===== src/rtl/gf_muls_scl_arb.sv =====
// rtl/gf_muls_scl_arb.sv - two-requester round-robin front end for a shared GF(2^2) multiply-and-scale-by-N unit
//
// Purpose:
//   Two requesters share one multiply-and-scale-by-N datapath. A round-robin
//   arbiter grants at most one operand pair per cycle into a single stage
//   register. The next edge writes the result into that requester's result slot.
//   The slot holds the result until the requester consumes it.
//
// Ports:
//   clk                  sole clock, rising edge
//   rst_n                asynchronous active-low reset
//   req{0,1}_valid       requester presents an operand pair
//   req{0,1}_ready       operand pair accepted this cycle (combinational)
//   req{0,1}_a/_b [1:0]  GF(2^2) operands, basis [Omega^2,Omega]
//   rsp{0,1}_valid       result held for requester
//   rsp{0,1}_ready       requester consumes its result
//   rsp{0,1}_q    [1:0]  result, forced to zero while rsp valid is low
//   op_count      [7:0]  accepted operations, wraps 255 -> 0

module gf_muls_scl_arb (
    input  logic       clk,
    input  logic       rst_n,
    input  logic       req0_valid,
    output logic       req0_ready,
    input  logic [1:0] req0_a,
    input  logic [1:0] req0_b,
    input  logic       req1_valid,
    output logic       req1_ready,
    input  logic [1:0] req1_a,
    input  logic [1:0] req1_b,
    output logic       rsp0_valid,
    input  logic       rsp0_ready,
    output logic [1:0] rsp0_q,
    output logic       rsp1_valid,
    input  logic       rsp1_ready,
    output logic [1:0] rsp1_q,
    output logic [7:0] op_count
);

    // Product in GF(2^2) combined with the scale by N, normal basis [Omega^2,Omega].
    function automatic logic [1:0] gf_muls_scl(input logic [1:0] a, input logic [1:0] b);
        logic t;
        logic p;
        logic q;
        t = ~(a[0] & b[0]);
        p = ~((a[1] ^ a[0]) & (b[1] ^ b[0])) ^ t;
        q = ~(a[1] & b[1]) ^ t;
        return {p, q};
    endfunction

    logic       stage_valid;
    logic       stage_id;
    logic [1:0] stage_a;
    logic [1:0] stage_b;
    logic [1:0] stage_q;
    logic       prio;        // 0: requester 0 wins a tie, 1: requester 1 wins
    logic       elig0;
    logic       elig1;
    logic       grant0;
    logic       grant1;
    logic       consume0;
    logic       consume1;
    logic       drain0;
    logic       drain1;

    assign consume0 = rsp0_valid & rsp0_ready;
    assign consume1 = rsp1_valid & rsp1_ready;

    assign drain0 = stage_valid & ~stage_id;
    assign drain1 = stage_valid &  stage_id;

    // A requester with an op still in the stage is held off. This stops two
    // results for one slot from overlapping and gives 1 op per 2 cycles per
    // requester.
    assign elig0 = req0_valid & ~drain0 & (~rsp0_valid | consume0);
    assign elig1 = req1_valid & ~drain1 & (~rsp1_valid | consume1);

    // rst_n gating keeps both readies low while reset is asserted, even if a
    // requester is already presenting.
    assign grant0 = rst_n & elig0 & (~elig1 | ~prio);
    assign grant1 = rst_n & elig1 & (~elig0 |  prio);

    assign req0_ready = grant0;
    assign req1_ready = grant1;

    assign stage_q = gf_muls_scl(stage_a, stage_b);

    // The stage always drains on the following edge. The target slot is either
    // empty or being consumed, because eligibility required that at accept time.
    always_ff @(posedge clk or negedge rst_n) begin
        if (!rst_n) begin
            stage_valid <= 1'b0;
            stage_id    <= 1'b0;
            stage_a     <= 2'b00;
            stage_b     <= 2'b00;
        end else begin
            stage_valid <= grant0 | grant1;
            if (grant0) begin
                stage_id <= 1'b0;
                stage_a  <= req0_a;
                stage_b  <= req0_b;
            end else if (grant1) begin
                stage_id <= 1'b1;
                stage_a  <= req1_a;
                stage_b  <= req1_b;
            end
        end
    end

    // The pointer moves only when an operand pair is actually taken.
    always_ff @(posedge clk or negedge rst_n) begin
        if (!rst_n) begin
            prio <= 1'b0;
        end else if (grant0) begin
            prio <= 1'b1;
        end else if (grant1) begin
            prio <= 1'b0;
        end
    end

    always_ff @(posedge clk or negedge rst_n) begin
        if (!rst_n) begin
            op_count <= 8'd0;
        end else if (grant0 | grant1) begin
            op_count <= op_count + 8'd1;
        end
    end

    // A refill from the stage takes precedence over clearing on consume, so
    // valid stays high when both happen on the same edge.
    always_ff @(posedge clk or negedge rst_n) begin
        if (!rst_n) begin
            rsp0_valid <= 1'b0;
            rsp0_q     <= 2'b00;
        end else if (drain0) begin
            rsp0_valid <= 1'b1;
            rsp0_q     <= stage_q;
        end else if (consume0) begin
            rsp0_valid <= 1'b0;
            rsp0_q     <= 2'b00;
        end
    end

    always_ff @(posedge clk or negedge rst_n) begin
        if (!rst_n) begin
            rsp1_valid <= 1'b0;
            rsp1_q     <= 2'b00;
        end else if (drain1) begin
            rsp1_valid <= 1'b1;
            rsp1_q     <= stage_q;
        end else if (consume1) begin
            rsp1_valid <= 1'b0;
            rsp1_q     <= 2'b00;
        end
    end

endmodule


===== config.mk =====
export PLATFORM = sky130hd
export DESIGN_NAME = gf_muls_scl_arb
export DESIGN_NICKNAME = d
export VERILOG_FILES = /design/src/rtl/gf_muls_scl_arb.sv
export SDC_FILE = /design/constraint.sdc
export NUM_CORES = 1
export LEC_CHECK = 0
export CAP_MARGIN = 20
export CORE_ASPECT_RATIO = 0.6
export CORE_MARGIN = 2
export CORE_UTILIZATION = 45
export DETAILED_ROUTE_END_ITERATION = 6
export GPL_TIMING_DRIVEN = 0
export HOLD_SLACK_MARGIN = 0.12
export PLACE_DENSITY = 0.86
export SLEW_MARGIN = 20
export SYNTH_ARGS = -nofsm -noshare
export SYNTH_HDL_FRONTEND = slang
export SYNTH_SLANG_ARGS = --single-unit

===== constraint.sdc =====
create_clock -name clk -period 2 [get_ports clk]
set_input_delay 0.6 -clock clk [delete_from_list [all_inputs] [get_ports clk]]
set_output_delay 0.6 -clock clk [all_outputs]
set_load 0.02 [all_outputs]

==> qor.yml <==
synth:
  synth_ff_type: "dfrtp_1"
  synth_seq_cells: 21
  synth_area_leaders: "dfrtp_1, xnor2_1, inv_1, a221oi_1, buf_6"
  synth_cell_type_count: 31
  syn_area_per_cell_um2: 11.1
  yosysTopAreaCellShare: 0.524
  synthesis.area_um2: 1000
  netlist_instances: 90
  synth_enable_flop_cells: 0
  synth_nets: 105
  yosysWarnings: 0
  yosysTopAreaCell: "dfrtp_1"
  seq_area_frac_synth: 0.524
  async_flop_share: 1.00
route:
  postRouteAntennaNets: 0
  wl_per_cell_um: 14.1
  drtIter0Drc: 25
  drtPass1Iterations: 6
  drt_wl_total_mm: 2.23
  drt-vias-per-instance: 5.30
  num_vias: 838
  drc: 0
finish:
  drive_gt1_frac: 0.211
  fillers: 186
  final_common_cell: "clkdlybuf4s50_1"
  diodes: 0
  fin_nets: 144
  area_delta_synth_final_pct: 41.8
  final_area_um2: 1420
  final_cells: 158
  mostFrequentLayoutCells: "clkdlybuf4s50_1, dfrtp_1, inv_1"
global_route:
  grt_pass1_wl_mm: 3.55
  grt_pass1_vias: 758
  grt_usage: 0.192
  grt_max_degree: 24
  grt-ovfl-total: 0
  antenna_found_initial: 0
timing:
  slew_headroom: 0.751
  fin_crit_ps: 1960
  fin_crit_sh: 0.979
  slew_violations: 0
  setup_tns_ps: 0
  setup_ws_ps: 41.5
  fmax_ghz: 0.511
  tightest_slew_ps: 372
  finalHoldViolCount: 0
  setup_viol: 0
  skew_ps: 7.83
critical_path:
  r2r_start: "stage_valid"
  reg2reg_to: "stage_a[1]"
  reg2regPathDepth: 6
  start_kind: "register"
  slowest_delay_ps: 650
  path_cells: "clkdlybuf4s50_1"
  required_ps: 1400
  cp_num_cells: 1
  cpMaxStageDelayCell: "clkdlybuf4s50_1"
  rrSetupSlack_ps: 360
  path_buf_inv: 1
  critPathMaxFanout: 6
  path_delay_family: "buffers and inverters"
  critPathKind: "register to primary output"
  cp-end-kind: "primary output"
  critPathArrivalTime_ps: 1360
power_and_ir_drop:
  vdd_drop_max_mv: 0.713
  cell_internal_pwr_mw: 1.21
  powerDensity_nw_per_um2: 1390
  power.share.switching: 0.384
  power_mw: 1.97
  pwr-share-clk: 0.140
  p_seq_frac: 0.398
  comb_power_share: 0.462
  switchingPower_mw: 0.757
  leakage_nw: 0.649
placement:
  io_buffer_count: 29
  placedCellCount: 149
  pre_cts_slack_ps: -1720
  place_area_um2: 1330
  dpl.hpwl_mm: 1.58
  routabilityCongestion: 0.778
clock_tree:
  ctsHtreeMaxLevel: 1
  insertion_delay_ps: 260
  cts_tree: "yes"
  numClockSinks: 21
  clock-root-buffer: "clkbuf_8"
  cts_buffers: 3
  clk_path_buf_depth: 2
  path_clk_slew_ps: 80
outcome:
  status: "completed"
die:
  core-area_um2: 2130
  rows: 13
  die-height_um: 40.6
  ioPinCount: 30
  die_w_um: 64.9
  initial_core_util: 0.470
  dieArea_um2: 2630
worst_hold_path:
  hp-class: "primary input to asynchronous set/reset pin"
run:
  maxCapViolCount: 0
-- layout make-up --
cell class / count / area [um2] / share of cell area
flip-flops and latches: 21 / 528 / 0.371
well taps: 30 / 37.5 / 0.0264
clock inverters: 1 / 5.00 / 0.00352
inverters: 12 / 45.0 / 0.0317
clock buffers: 3 / 41.3 / 0.0290
repair buffers: 36 / 339 / 0.239
multi-input cells: 55 / 425 / 0.299
-- flip-flops by register name, indices dropped and copies added (netlist names) --
signal       cells
stage_a          2
op_count         8
stage_id         1
rsp0_q           2
rsp1_q           2
stage_valid      1
stage_b          2
rsp1_valid       1
prio             1
rsp0_valid       1
-- how the worst max path moves through the flow --
stage	startpoint	endpoint	slack [ps]
after global routing	op_count[0]	op_count[0]	-8
after global placement	rst_n	req1_ready	-1690
after detailed placement	rst_n	req0_ready	-1720
final	op_count[0]	op_count[0]	40
after floorplan	rsp0_ready	req0_ready	160
after CTS	req0_valid	req0_ready	4
-- timing repair --
action                     4_1_cts  5_1_grt
gates resized for setup         35        3
pin swaps                        2        3
setup endpoints to repair       17        2
buffers inserted                 5        2
hold buffers                     0        0
-- cells in the mapped netlist, drive strengths merged, types with 2 or more instances --
master   number
dfrtp        21
inv          12
xnor2         7
nand2         6
nor2          4
o21ai         4
a221oi        3
nor3          3
o211ai        3
a22o          2
a32o          2
buf           2
nand2b        2
nand3         2
o2111ai       2
o21a          2
-- cells by family after synthesis --
logic type,Yosys count,share of synthesized area
AOI/OAI and AO/OA,24,0.199
DFF,21,0.524
and+or+nand+nor,20,0.106
buffers and inverters,14,0.0674
xor gates and xnor gates,8,0.0699
muxes,2,0.0212
adders and majority gates,1,0.0125
-- through the flow --
step	hold WS, ps	util
floorplan	304	-
global route	133	0.667
CTS	152	0.669
global placement	459	0.624
detailed placement	466	0.624
finish	136	0.667
-- routing by layer --
metal,vias to the layer above,wire [um],track usage
li1,395,-,-
met1,408,1060,0.239
met2,33,1000,0.335
met3,2,145,0.0618
met4,0,21,0.0479
met5,-,0,0
-- power by group through the flow --
stage / clock (mW) / combinational [mW] / sequential [mW]
6_report: 0.275 / 0.911 / 0.784
5_1_grt: 0.292 / 0.988 / 0.810
4_1_cts: 0.282 / 0.914 / 0.778
3_5_place_dp: 0 / 0.860 / 0.783
3_3_place_gp: 0 / 0.835 / 0.768
2_1_floorplan: 0 / 0.396 / 0.875
(Power assumes the default switching activity.)
